**src/rtl/cpu_pkg.sv**
```systemverilog
// Shared CPU constants: register file geometry and named architectural registers.
// Pure declarations, no logic.
package cpu_pkg;
    localparam int          REG_W    = 32;
    localparam int          REG_AW   = 5;
    localparam logic [4:0]  REG_ZERO = 5'd0;
    localparam logic [4:0]  REG_SP   = 5'd29;
    localparam logic [4:0]  REG_RA   = 5'd31;
endpackage

```
**src/rtl/dec5to32.sv**
```systemverilog
// One-hot decoder with enable: drives exactly one row when en=1, none otherwise.
// Latency: combinational. Backpressure: none.
// Used for register write enables and scoreboard set/clear vectors.
module dec5to32
    import cpu_pkg::*;
#(
    parameter int AW = REG_AW
) (
    input  logic              en,
    input  logic [AW-1:0]     addr,
    output logic [2**AW-1:0]  onehot
);

    always_comb begin
        onehot = '0;
        if (en) begin
            onehot[addr] = 1'b1;
        end
    end

endmodule

```
**src/rtl/regfile_scoreboard.sv**
```systemverilog
// 32x32 register file with two bypassed read ports and a pending-write scoreboard.
// Latency: reads are combinational; writes and scoreboard updates land on the next clk edge.
// Backpressure: issue_ack drops while a RAW/WAW hazard is present; the issuer holds its request.
module regfile_scoreboard
    import cpu_pkg::*;
#(
    parameter int DATA_W = REG_W,
    parameter int ADDR_W = REG_AW,
    parameter int BYPASS = 1
) (
    input  logic              clk,
    input  logic              rst,
    input  logic [ADDR_W-1:0] ra_addr,
    output logic [DATA_W-1:0] ra_data,
    input  logic [ADDR_W-1:0] rb_addr,
    output logic [DATA_W-1:0] rb_data,
    input  logic              wr_en,
    input  logic [ADDR_W-1:0] wr_addr,
    input  logic [DATA_W-1:0] wr_data,
    input  logic              issue_en,
    input  logic [ADDR_W-1:0] issue_addr,
    output logic              issue_ack,
    output logic              busy_a,
    output logic              busy_b,
    output logic              stall,
    output logic [ADDR_W:0]   pend_cnt
);

    localparam int DEPTH = 2**ADDR_W;

    logic [DATA_W-1:0] mem [DEPTH];
    logic [DEPTH-1:0]  pending;
    logic [DEPTH-1:0]  wr_row;
    logic [DEPTH-1:0]  set_row;
    logic [DEPTH-1:0]  clr_row;

    logic wr_live;
    logic issue_set;
    logic byp_a;
    logic byp_b;
    logic waw;
    logic clr;
    logic set_new;
    logic clr_eff;

    assign wr_live   = wr_en && (wr_addr != '0);
    assign byp_a     = (BYPASS != 0) && wr_en && (wr_addr == ra_addr);
    assign byp_b     = (BYPASS != 0) && wr_en && (wr_addr == rb_addr);

    assign ra_data   = (ra_addr == '0) ? '0 : (byp_a ? wr_data : mem[ra_addr]);
    assign rb_data   = (rb_addr == '0) ? '0 : (byp_b ? wr_data : mem[rb_addr]);

    assign busy_a    = pending[ra_addr] && !byp_a;
    assign busy_b    = pending[rb_addr] && !byp_b;
    assign waw       = issue_en && pending[issue_addr] && !(wr_en && (wr_addr == issue_addr));
    assign stall     = busy_a || busy_b || waw;
    assign issue_ack = issue_en && !stall;

    // Address 0 is acknowledged but never becomes a pending producer.
    assign issue_set = issue_ack && (issue_addr != '0);

    dec5to32 #(.AW(ADDR_W)) u_wr_dec  (.en(wr_live),   .addr(wr_addr),    .onehot(wr_row));
    dec5to32 #(.AW(ADDR_W)) u_set_dec (.en(issue_set), .addr(issue_addr), .onehot(set_row));

    assign clr_row = wr_row & pending;
    assign clr     = |clr_row;

    // A retire and a fresh issue to the same register leave it pending with no net count change.
    assign set_new = issue_set && !pending[issue_addr];
    assign clr_eff = clr && !(issue_set && (issue_addr == wr_addr));

    always_ff @(posedge clk) begin
        if (rst) begin
            for (int i = 0; i < DEPTH; i++) begin
                mem[i] <= '0;
            end
            pending  <= '0;
            pend_cnt <= '0;
        end else begin
            for (int i = 0; i < DEPTH; i++) begin
                if (wr_row[i]) begin
                    mem[i] <= wr_data;
                end
            end
            pending  <= (pending & ~clr_row) | set_row;
            pend_cnt <= pend_cnt + (ADDR_W+1)'(set_new) - (ADDR_W+1)'(clr_eff);
        end
    end

endmodule

```
**config.mk**
```make
export PLATFORM = sky130hd
export DESIGN_NAME = regfile_scoreboard
export DESIGN_NICKNAME = d
export VERILOG_FILES = /design/src/rtl/cpu_pkg.sv /design/src/rtl/dec5to32.sv /design/src/rtl/regfile_scoreboard.sv
export SDC_FILE = /design/constraint.sdc
export NUM_CORES = 2
export LEC_CHECK = 0
export CELL_PAD_IN_SITES_DETAIL_PLACEMENT = 1
export CELL_PAD_IN_SITES_GLOBAL_PLACEMENT = 2
export CORE_UTILIZATION = 40
export CTS_CLUSTER_SIZE = 40
export DETAILED_ROUTE_END_ITERATION = 10
export PLACE_DENSITY_LB_ADDON = 0.1
export SYNTH_ARGS = -nofsm -noshare
export SYNTH_HDL_FRONTEND = slang
export SYNTH_SLANG_ARGS = --single-unit
```
**constraint.sdc**
```tcl
create_clock -name clk -period 9.2 [get_ports clk]
set_input_delay 1.84 -clock clk [delete_from_list [all_inputs] [get_ports clk]]
set_output_delay 1.84 -clock clk [all_outputs]
set_load 0.03 [all_outputs]
```
* Word level (Yosys, flattened, before mapping)
Memory sizes are Yosys's and may differ from the RTL's.
Index checks and enable logic that the tools add are counted.
** Word-level totals
- RAM bits :: 1024
- Bits in registers :: 38
- Memories kept :: 1
- Input port bits :: 56
** Cells by class
- Multiplexer cells :: 146
- Add/subtract/negate cells :: 2
- Reductions and logical operators :: 28
- Order comparisons :: 6
- Eq/ne operators :: 4
- Bitwise operators :: 36
** Memories
- mem :: words 32, bits a word 32, rd ports 2, clocked after memory_dff 0, write ports 32, RTL line regfile_scoreboard.sv:31 : logic [DATA_W-1:0] mem [DEPTH];
** Operators by type and width (number)
- two-way mux 32 bit :: 38
- two-way mux 1 bit :: 103
- bitwise AND 32 bit :: 2
- inverter 32 bit :: 1
- bitwise OR 1 bit :: 32
- bitwise OR 32 bit :: 1
- OR reduction 32 bit :: 1
- less-than comparator 5 x 6 -> 1 bit (second input constant) :: 4
- == test 5 bit :: 4
- binary-select mux 1 bit (select 5 bit) :: 3
- logical AND 1 bit :: 15
- demux 1 bit (select 5 bit) :: 2
- >= comparator 5 x 1 -> 1 bit (second input constant) :: 2
- zero test 5 bit :: 2
- nonzero test 5 bit :: 2
- adder 6 x 1 -> 6 bit :: 1
- zero test 1 bit :: 6
- subtractor 6 x 1 -> 6 bit :: 1
- logical OR 1 bit :: 2

* Logic depth before layout (Yosys ltp)
- Word-level depth :: 13
- Mapped depth :: 19
- Gate-level depth less buffers :: 16

* Cells and area by module
Synthesis repeated with hierarchy kept, for this count alone.
** Second synthesis, totals
- Cells, all modules :: 3343
- Area total of the unflattened synthesis :: 55211.7 sq um
** Modules (own cells, without submodules)
- regfile_scoreboard :: area each 54751.3 sq um, cells an instance 3249, instances 1, seq. area each 31510.2 sq um
- dec5to32 :: area each 230.2 sq um, cells an instance 47, instances 2, seq. area each 0.0 sq um

* Worst setup path after synthesis
Ideal clock, no wire load.
- Path kind :: input -> output
- Start :: input port rb_addr[1]
- End :: output port rb_data[17]
- Buffers on the path :: 5
- Stages :: 8
- Slack :: 3.104 ns
- Arrival time :: 4.256 ns
- Cells stage by stage :: buf_2 -> buf_2 -> buf_2 -> buf_2 -> buf_4 -> mux2i_1 -> mux4_2 -> a211oi_1
** Between the ends
- Word-level cells in the longest chain between the ends :: 4
** RTL lines
- start, declared :: RTL line regfile_scoreboard.sv:15 : input logic [ADDR_W-1:0] rb_addr,
- parallel branches: the longest is 3 deep, another holds memory (32 x 32 bit)
- two-way mux 32 bit * :: RTL line regfile_scoreboard.sv:51 : assign rb_data = (rb_addr == '0) ? '0 : (byp_b ? wr_data : mem[rb_addr]);
- end, declared :: RTL line regfile_scoreboard.sv:16 : output logic [DATA_W-1:0] rb_data,
Mark *: on every way between the ends.

* Worst setup path in the final report
- Start :: input port wr_addr[2]
- End :: output port ra_data[14]
** Between the ends
- Word-level cells in the longest chain between the ends :: 4
** RTL lines
- start, declared :: RTL line regfile_scoreboard.sv:18 : input logic [ADDR_W-1:0] wr_addr,
- == test 5 bit :: RTL line regfile_scoreboard.sv:47 : assign byp_a = (BYPASS != 0) && wr_en && (wr_addr == ra_addr);
- logical AND 1 bit :: RTL line regfile_scoreboard.sv:47
- two-way mux 32 bit (2 in series) :: RTL line regfile_scoreboard.sv:50 : assign ra_data = (ra_addr == '0) ? '0 : (byp_a ? wr_data : mem[ra_addr]);
- end, declared :: RTL line regfile_scoreboard.sv:14 : output logic [DATA_W-1:0] ra_data,
Every way passes these cells.

==> results.md <==
- Largest fanout on the critical path: 14
- H-Tree Depth: 3
- IO Pins: 130
- Number of global-route vias before repair: between 30000 and 40000
- Fin nets: between 3000 and 4000
- Crit end category: output port
- Port buffer count: between 100 and 150
- Max IR drop VDD: roughly 180 uV
- CTS root buffer: clkbuf_16
- Post-DP HPWL: roughly 120000 um
- Met3 wire length: ~15000 um
- CTS buffer count: 120
- CP Depth: 7
- Vias: 34700
- Final Critical Period: approximately 7.9 ns
- Crit path DAT: approximately 6.1 ns
- Top sig layer: met5
- Largest net degree at the start of global routing: roughly 100
- FF-to-FF path depth: 17
- Delay of the slowest cell on the worst path: around 0.94 ns
- CTS Hold Buffers Added: 0
- DIE AREA: 136000 sq um
- Most frequent cells in the layout: 1024 x edfxtp_1, 632 x nor2_1, 619 x mux4_2, 122 x clkbuf_16, 118 x clkdlybuf4s50_1
- Final Max Slew Viols: 0
- Unique masters post-synth: 57
- CP Cell Sequence: clkdlybuf4s50_1 -> xor2_1 -> nor4_1 -> and3_1 -> a211oi_1 -> nor3_1 -> clkdlybuf4s50_1
- Fill cells: between 10000 and 15000
- Max-cap violation count: 0
- Element type at the critical path start: input port
- Drt drc: 0
- FF-to-FF Start: pending[23]
- GRT Total Usage: 0.314
- Main flop type after synthesis: edfxtp_1
- WL met2: slightly above 100000 um
- M1 WL: 84500 um
- Sequential fraction of the synthesis area: 0.585
- Core area: roughly 130000 sq um
- Die Height: 369 um
- Final WL: 212000 um
- Maximum root-to-sink buffer count: 3
- Final period util: 0.857
- Slowest CP cell: and3_1
- Wire per inst: around 40 um
- Latest clock arrival within the worst-skew pair: between 0.7 and 0.8 ns
- Slew headroom: 0.203
- Grt total ovfl: 0
- Antenna violations before repair: 13
- Cell Area, Synth: roughly 54000 sq um
- Hold Crit Depth: 1
- # rows: roughly 130
- Max Fclk: ~130 MHz
- Global-route wire length before repair: roughly 300000 um
- Critical path type: in -> out
- N_diodes: 0
- DRT Pass-1 Iters: 5
- Final setup fails: 0
- PwrDens: just over 200 nW/um^2
- Worst setup startpoint: wr_addr[2]
- Setup TNS Final: 0 ns
- Initial Utilization: 0.404
- DRT iter0 DRCs: approximately 4600
- Post-route ant nets: 0
- CP required: between 7 and 8 ns
- RePlAce Congestion: 0.825
- Mean Syn Cell Area: approximately 16 sq um
- Hold Path Origin: pending[0]
- Gate Count Post-Synth: around 3400
- FF+latch count, synth: 1062
- Reg clk slew, reported paths: ~0.06 ns
- DIE WIDTH: 369 um
- Total Power: around 12 mW
- CTS tree: yes
- Synth async-reset ratio: 0
- Resized cells post-CTS: 0
- Clock sink count: ~1100
- Hold WC Path Type: reg -> reg
- Worst-Margin Slew: between 1 and 1.5 ns
- Outcome: finished, final reports clean
- Detail-routed via count per cell: approximately 6.6
- Worst Skew: ~0.021 ns
- Post-synth EDFFs: around 1000
- Most common cell on crit path: clkdlybuf4s50_1
- P&R area growth vs syn: 13.1%
- Most common cell after layout, fill and taps aside: edfxtp_1
- Post-CTS Setup Bufs: 0
- Pleak: around 20 nW
- Top delay family on crit path: simple AND/OR/NAND/NOR gates
- Worst Path Buf+Inv: 2
- RSZ-0062 raised after global routing: no
- Synth warnings: 0
- Share of post-route cells with drive strength above 1: 0.277
- Final Hold Fails: 0
Yosys cell counts (2+ instances only):
cell	n	share of area
a211oi_1	94	0.013
a21o_1	7	0.00098
a21oi_1	24	0.0022
a22oi_1	3	0.00042
and2_1	2	0.00023
and3_1	4	0.00046
and3b_1	6	0.00098
buf_1	57	0.0040
buf_2	67	0.0062
buf_4	7	0.00098
buf_6	5	0.0010
clkbuf_1	208	0.014
dfxtp_1	38	0.014
edfxtp_1	1024	0.57
ha_1	6	0.0014
inv_1	71	0.0049
mux2_2	5	0.0010
mux2i_1	89	0.017
mux4_2	619	0.26
nand2_1	98	0.0068
nand2b_1	50	0.0058
nand3_1	42	0.0039
nand3b_1	11	0.0015
nand4_1	2	0.00023
nand4b_1	3	0.00049
nor2_1	632	0.044
nor2b_1	31	0.0036
nor3_1	21	0.0020
nor3b_1	9	0.0013
nor4_1	3	0.00035
nor4b_1	2	0.00033
o2111ai_2	2	0.00056
o21ai_0	40	0.0037
o22ai_1	16	0.0019
o41ai_1	15	0.0024
or2_2	6	0.00070
or3_1	2	0.00023
or3b_2	4	0.00065
or4b_1	2	0.00037
xnor2_1	7	0.0011
xor2_1	13	0.0021
kinds of logic (layout without fill, tap and decap cells):
logic type | count (synthesis) | count (layout) | synth area share
and+or+nand+nor | 932 | 932 | 0.0743
other | 1 | 32 | 0.0000696
xor gates and xnor gates | 20 | 20 | 0.00325
muxes | 713 | 713 | 0.276
adders and majority gates | 7 | 7 | 0.00177
AOI/OAI and AO/OA | 212 | 212 | 0.0273
DFF | 1062 | 1062 | 0.585
buffers and inverters | 416 | 526 | 0.0318
metal layers:
layer,global-route usage,vias to the layer above
li1,-,13400
met1,0.418,19100
met2,0.520,1755
met3,0.0516,440
met4,0.112,8
met5,0,-
worst reg2reg max path, cell delays in order (launching register included):
cell       delay [ns]
dfxtp_1          0.38
mux4_2           0.49
mux2i_1          0.25
nor2_1           0.11
o2111ai_1        0.57
o2111ai_2        0.29
buf_4            0.29
o21a_1           0.21
ha_1             0.27
inv_1            0.06
ha_1             0.15
inv_1            0.06
fa_1             0.44
inv_1            0.08
a21o_1           0.11
a21oi_1          0.08
xor2_1           0.13
nor2_1           0.05
power by group:
part           internal (mW)  switching [mW]  total, mW  leakage [nW]
logic                  0.792            1.10       1.89          7.94
clock network           2.61            2.04       4.65          1.80
registers               5.66           0.162       5.82          10.1
state kept, by name, summed over array words and instances (netlist names):
name,count
mem,1024
pending,32
pend_cnt,6
area by class of cell:
cell class,instances,area (sq um),area share
Inverter,71,267,0.00438
Timing Repair Buffer,240,2310,0.0380
Clock inverter,66,536,0.00879
Sequential cell,1062,31500,0.517
Multi-Input combinational cell,1916,20900,0.343
Clock buffer,149,3150,0.0518
Tap cell,1768,2210,0.0363
through the flow:
step	setup WS, ns	area [sq um]	std cells	hold WS [ns]	util
6_report	1.31	60900	5272	0.529	0.456
5_1_grt	1.16	60900	5272	0.543	0.456
3_5_place_dp	1.32	57200	5057	0.515	0.429
4_1_cts	1.30	60900	5272	0.527	0.456
3_3_place_gp	1.32	57200	5057	0.513	0.429
2_1_floorplan	3.10	54000	3394	0.454	-
path summary, 6_finish.rpt:
| check | to | slack, ns |
|---|---|---|
| worst max-delay path | ra_data[14] | 1.31 |
| worst max register to register | pend_cnt[4] | 5.03 |
| worst min-delay path | pending[0] | 0.53 |
| worst min register to register | pending[0] | 0.53 |
Note: power is estimated with default switching activity, not from simulation.
